### src/rtl/esl_dot_pe.sv
// -----------------------------------------------------------------------------
// esl_dot_pe -- frame-controlled multi-lane ESL processing element.
//
// N_LANES stochastic (x,y) pairs are weighted by LFSR-derived weight bitstreams
// and merged with an init pair by a round-robin (scaled) adder. A start/done
// FSM runs one frame of STREAM_LEN enabled cycles and counts output ones.
//
// Ports:
//   clock, reset      system clock, asynchronous active-high reset
//   enable            stall when low (RUN state frozen)
//   start             begin a frame (sampled in IDLE only)
//   abort             return to IDLE without a done pulse
//   mode              0 = unipolar (AND), 1 = bipolar (XNOR)
//   in_x, in_y        lane stochastic bits
//   init_x, init_y    init pair bits (slot sel == N_LANES)
//   weight            lane i weight = weight[i*BIN_LEN +: BIN_LEN], latched on start
//   out_x, out_y      registered adder output
//   busy              high while in RUN
//   done              one-cycle pulse at frame end
//   cnt_x, cnt_y      ones counted on out_x / out_y this frame
// -----------------------------------------------------------------------------
module esl_dot_pe #(
   parameter int                 BIN_LEN    = 8,
   parameter int                 N_LANES    = 4,
   parameter int                 STREAM_LEN = 255,
   parameter logic [BIN_LEN-1:0] LFSR_SEED  = 8'h01,
   parameter logic [BIN_LEN-1:0] LFSR_TAPS  = 8'hB8,
   parameter int                 CNT_W      = $clog2(STREAM_LEN + 1)
) (
   input  logic                       clock,
   input  logic                       reset,
   input  logic                       enable,
   input  logic                       start,
   input  logic                       abort,
   input  logic                       mode,
   input  logic [N_LANES-1:0]         in_x,
   input  logic [N_LANES-1:0]         in_y,
   input  logic                       init_x,
   input  logic                       init_y,
   input  logic [N_LANES*BIN_LEN-1:0] weight,
   output logic                       out_x,
   output logic                       out_y,
   output logic                       busy,
   output logic                       done,
   output logic [CNT_W-1:0]           cnt_x,
   output logic [CNT_W-1:0]           cnt_y
);

   localparam int SEL_W = $clog2(N_LANES + 1);

   typedef enum logic [1:0] {IDLE, RUN, DONE} state_t;

   state_t                     state;
   logic [BIN_LEN-1:0]         lfsr;
   logic [SEL_W-1:0]           sel;
   logic [CNT_W-1:0]           run_cnt;
   logic [N_LANES*BIN_LEN-1:0] weight_q;

   logic [N_LANES-1:0]         mx;
   logic                       sx;
   logic                       sy;

   // Per-lane weight bit: each lane compares against its own rotation of the
   // shared LFSR so the lanes see decorrelated random values.
   for (genvar i = 0; i < N_LANES; i++) begin : g_lane
      localparam int ROT = i % BIN_LEN;
      logic [BIN_LEN-1:0] r;
      logic               w;

      if (ROT == 0) begin : g_norot
         assign r = lfsr;
      end else begin : g_rot
         assign r = {lfsr[BIN_LEN-1-ROT:0], lfsr[BIN_LEN-1:BIN_LEN-ROT]};
      end

      assign w     = weight_q[i*BIN_LEN +: BIN_LEN] > r;
      assign mx[i] = mode ? ~(w ^ in_x[i]) : (w & in_x[i]);
   end

   // Round-robin scaled adder: one source per cycle, init pair in the last slot.
   always_comb begin
      // NOTE: defaults first so every path assigns sx/sy and no latch is inferred.
      sx = init_x;
      sy = init_y;
      for (int i = 0; i < N_LANES; i++) begin
         if (sel == SEL_W'(i)) begin
            sx = mx[i];
            sy = in_y[i];
         end
      end
   end

   always_ff @(posedge clock or posedge reset) begin
      // NOTE: sequential state uses non-blocking assignments only, so every
      // register samples pre-edge values regardless of statement order.
      if (reset) begin
         state    <= IDLE;
         lfsr     <= LFSR_SEED;
         sel      <= '0;
         run_cnt  <= '0;
         weight_q <= '0;
         out_x    <= 1'b0;
         out_y    <= 1'b0;
         busy     <= 1'b0;
         done     <= 1'b0;
         cnt_x    <= '0;
         cnt_y    <= '0;
      end else begin
         case (state)
            IDLE: begin
               done <= 1'b0;
               if (start) begin
                  state    <= RUN;
                  busy     <= 1'b1;
                  weight_q <= weight;
                  lfsr     <= LFSR_SEED;
                  sel      <= '0;
                  run_cnt  <= '0;
                  cnt_x    <= '0;
                  cnt_y    <= '0;
                  out_x    <= 1'b0;
                  out_y    <= 1'b0;
               end
            end

            RUN: begin
               // abort wins over frame end; counts keep their partial values
               if (abort) begin
                  state <= IDLE;
                  busy  <= 1'b0;
               end else if (enable) begin
                  out_x   <= sx;
                  out_y   <= sy;
                  cnt_x   <= cnt_x + CNT_W'(sx);
                  cnt_y   <= cnt_y + CNT_W'(sy);
                  lfsr    <= (lfsr >> 1) ^ (lfsr[0] ? LFSR_TAPS : '0);
                  sel     <= (sel == SEL_W'(N_LANES)) ? '0 : sel + SEL_W'(1);
                  run_cnt <= run_cnt + CNT_W'(1);
                  if (run_cnt == CNT_W'(STREAM_LEN - 1)) begin
                     state <= DONE;
                     busy  <= 1'b0;
                     done  <= 1'b1;
                  end
               end
            end

            DONE: begin
               state <= IDLE;
               done  <= 1'b0;
            end

            default: begin
               state <= IDLE;
               busy  <= 1'b0;
               done  <= 1'b0;
            end
         endcase
      end
   end

endmodule

### config.mk
export PLATFORM = sky130hd
export DESIGN_NAME = esl_dot_pe
export DESIGN_NICKNAME = d
export VERILOG_FILES = /design/src/rtl/esl_dot_pe.sv
export SDC_FILE = /design/constraint.sdc
export NUM_CORES = 1
export LEC_CHECK = 0
export BUFFER_PORTS_ARGS = -buffer_cell sky130_fd_sc_hd__buf_2
export CAP_MARGIN = 10
export CORE_ASPECT_RATIO = 1.4
export CORE_MARGIN = 2
export CORE_UTILIZATION = 45
export DETAILED_ROUTE_END_ITERATION = 8
export PLACE_DENSITY = 0.64
export REMOVE_ABC_BUFFERS = 1
export SLEW_MARGIN = 20
export SYNTH_ARGS = -nofsm -noshare
export SYNTH_HDL_FRONTEND = slang
export SYNTH_SLANG_ARGS = --single-unit
### constraint.sdc
create_clock -name clock -period 3.9 [get_ports clock]
set_input_delay 0.78 -clock clock [delete_from_list [all_inputs] [get_ports clock]]
set_output_delay 0.78 -clock clock [all_outputs]
set_load 0.005 [all_outputs]
==> flow_summary.yaml <==
min_path:
  timing.hold.worst.class: "reg -> reg"
route:
  wl_per_cell_um: 15.2
  detail-route-antenna-nets: 0
  detailroute.via_count: 3126
  route.final.wire_length_mm: 8.71
  drc: 0
  drt_iter0_drc: 86
  number_of_vias_per_cell_after_detailed_routing: 5.47
  drtPass1Iterations: 6
synthesis:
  number_of_synthesized_register_bits: 73
  yosysUniqueCellTypes: 43
  synth.yosys.seq_area_share_pct: 44.0
  synth.avg_cell_area_um2: 10.8
  synth-edff-count: 0
  yosys_warnings: 0
  ys_async_sr_fraction_pct: 100
  syn-instance-count: 386
  syn_area_um2: 4160
  synth_top_flop_cell: "dfrtp_1"
pwr:
  p_sw_share_pct: 33.0
  internal-power_mw: 1.85
  power_spent_charging_and_discharging_nets_mw: 0.910
  irDropWorstVdd_mv: 0.322
  power.density_nw_per_um2: 562
  clock_power_share_pct: 28.6
  share_seq_of_total_power_pct: 37.1
  power.share.combinational_pct: 34.3
  cellLeakagePower_nw: 2.36
placement:
  gpl.final_weighted_congestion: 0.822
  port_buffers: 67
  dp_cells: 555
  placement.cell_area_um2: 4620
  dpl.hpwl_mm: 6.57
timing:
  final_max_slew_viol_count: 0
  worst_clock_skew_ns: 0.00769
  fmaxAchievable_mhz: 287
  hold-worst-slack_ns: 0.493
  timing_hold_violations_final: 0
  setup_viol: 0
  setup_total_negative_slack_ns: 0
  finalCriticalPeriod_ns: 3.49
  slew-limit-headroom_pct: 34.2
  worst_pin_slew_ns: 0.987
  post-route-period-util_pct: 89.4
  setup_repair_after_global_routing_missed_its_margin: "false"
global_route:
  largest_net_degree_at_the_start_of_global_routing: 29
  antenna_found_initial: 0
  grt_first_pass_wirelength_mm: 14.9
  first_global_vias: 3176
  grtUsageTotal_pct: 18.8
  global_route.overflow_total: 0
floorplan:
  num_io_pins: 68
  floorplan.die.width_um: 85.2
  core_ar_um2: 8980
  die_h_um: 118
  floorplan.initialDensity_pct: 46.3
  std_cell_rows: 41
  die-area_um2: 10000
worst_setup_path:
  required_ns: 4.11
  path_class: "reg -> reg"
  critPathLaunchType: "flop"
  cp-end-kind: "flop"
  worstPathMaxFanout: 5
  timing.critical_path.arrival_ns: 3.70
clocking:
  clk_latency_ns: 0.33
  tritoncts: "yes"
  number_of_buffers_added_to_fix_hold_violations_after_cts: 0
  clk_path_buf_depth: 2
  clockRootBuffer: "clkbuf_16"
  cts_max_level: 3
  clock_sink_count: 73
  clk_transition_reported_paths_ns: 0.06
  cts_buffers: 9
status:
  status: "finished, final reports clean"
final_layout:
  antenna_cells: 0
  ff_latch_area_um2: 1830
  postLayoutCellArea_um2: 4910
  fin_util_pct: 54.7
  multi_input_comb_area_um2: 2200
  drive_gt1_share_pct: 27.5
  post_layout_nonfiller_instances: 572
  synthToLayoutAreaGrowth_pct: 18.1
  design.final.nets: 555
  fill_cells: 817
flow_run:
  timing.max_cap.violations: 0
## state kept, by name, indices dropped and copies added, names as in the netlist
name,flops
busy,1
g_lane.r,8
out_y,1
out_x,1
done,1
sel,3
cnt_y,8
cnt_x,8
run_cnt,8
weight_q,32
state,2
## power groups by stage
stage	clock (mW)	combinational [mW]	sequential, mW
3_3_place_gp	0	0.891	1.03
6_report	0.791	0.947	1.02
5_1_grt	0.841	1.10	1.05
4_1_cts	0.813	0.933	1.02
2_1_floorplan	0	0.676	1.00
3_5_place_dp	0	0.922	1.04
## logic make-up (layout without fill, tap and decap cells)
| family | after synthesis | after routing | synth area share (%) |
|---|---|---|---|
| buf+inv | 31 | 110 | 3.34 |
| fa+ha+maj | 47 | 47 | 14.1 |
| mux | 30 | 30 | 8.10 |
| flops | 73 | 73 | 44.0 |
| simple gates | 118 | 118 | 15.4 |
| xor+xnor | 21 | 21 | 4.42 |
| compound gates | 66 | 66 | 10.6 |
## synthesized netlist by cell type (all sizes together) (2+ instances only)
library cell  number  area, um^2
buf               12        67.6
a21oi             13        68.8
dfrtp             72        1800
a21o               7        52.6
xor2              10        87.6
o2111ai            2        17.5
nand4             13        81.3
o22ai              5        31.3
o21ai             18        90.1
nand2b             8        57.6
nand3b             2        27.5
nand2             35         131
nor2              27         101
nor2b             11        68.8
nor3               6        75.1
ha                47         588
inv               19        71.3
o31ai             13        97.6
mux2              29         327
xnor2             11        96.3
nand3              9        45.0
and4               3        26.3
## layout make-up
class	count	area share [%]
clock inverters	1	0.611
repair buffers	75	8.05
multi-input cells	282	44.9
inverters	19	1.45
flip-flops and latches	73	37.2
clock buffers	15	5.04
well taps	107	2.73
## per-layer routing
layer	part of all wire [%]	GRT usage [%]	up-vias
li1	-	-	1515
met1	44	22.9	1500
met2	48	30.7	85
met3	4.5	4.00	26
met4	3.7	10.0	0
met5	0	0	-
## final timing paths
check	depth (start not counted)	slack, ns	start	endpoint
max	18	0.41	g_lane[0].r[0]	cnt_x[6]
min	1	0.49	busy	busy
max reg2reg	18	0.41	g_lane[0].r[0]	cnt_x[6]
min reg2reg	1	0.49	busy	busy
max in group asynchronous	3	2.62	reset	g_lane[0].r[0]
min in group asynchronous	2	0.51	reset	cnt_x[1]
## worst max-delay path, stage by stage (launching register included)
cell and delay, ns:
dfstp_2 0.60, inv_2 0.09, ha_1 0.29, nor2b_1 0.13, o21ai_1 0.11, nand2b_1 0.06, a21oi_1 0.16, o31ai_1 0.09
ha_1 0.28, nor2b_1 0.11, o31ai_1 0.08, a31oi_1 0.19, a2bb2oi_2 0.20, ha_1 0.18, nand2_1 0.09, a2111oi_4 0.37
nand3_1 0.14, xor2_1 0.15, nor2_1 0.05
## cells in the final DEF (no fill, tap or decap), types with 10 or more instances in the layout
| master | n |
|---|---|
| xnor2_1 | 11 |
| xor2_1 | 10 |
| mux2_2 | 29 |
| inv_1 | 17 |
| ha_1 | 47 |
| nand4_1 | 13 |
| o31ai_1 | 13 |
| a21oi_1 | 12 |
| dfrtp_1 | 72 |
| nor2b_1 | 11 |
| buf_2 | 67 |
| nor2_1 | 26 |
| o21ai_0 | 17 |
| nand2_1 | 35 |
## per-stage QoR
stage / worst slack (ns) / total power [mW]
floorplan: 0.445 / 1.68
global placement: 0.297 / 1.92
detailed placement: 0.230 / 1.96
CTS: 0.214 / 2.77
global route: 0.00965 / 2.99
finish: 0.412 / 2.76
## repair_timing
item,in CTS,in global routing
setup endpoints to repair,0,3
setup buffers,0,1
gates resized for setup,0,3
hold endpoints to repair,0,0
No activity file was read; power rests on OpenSTA's default activity.
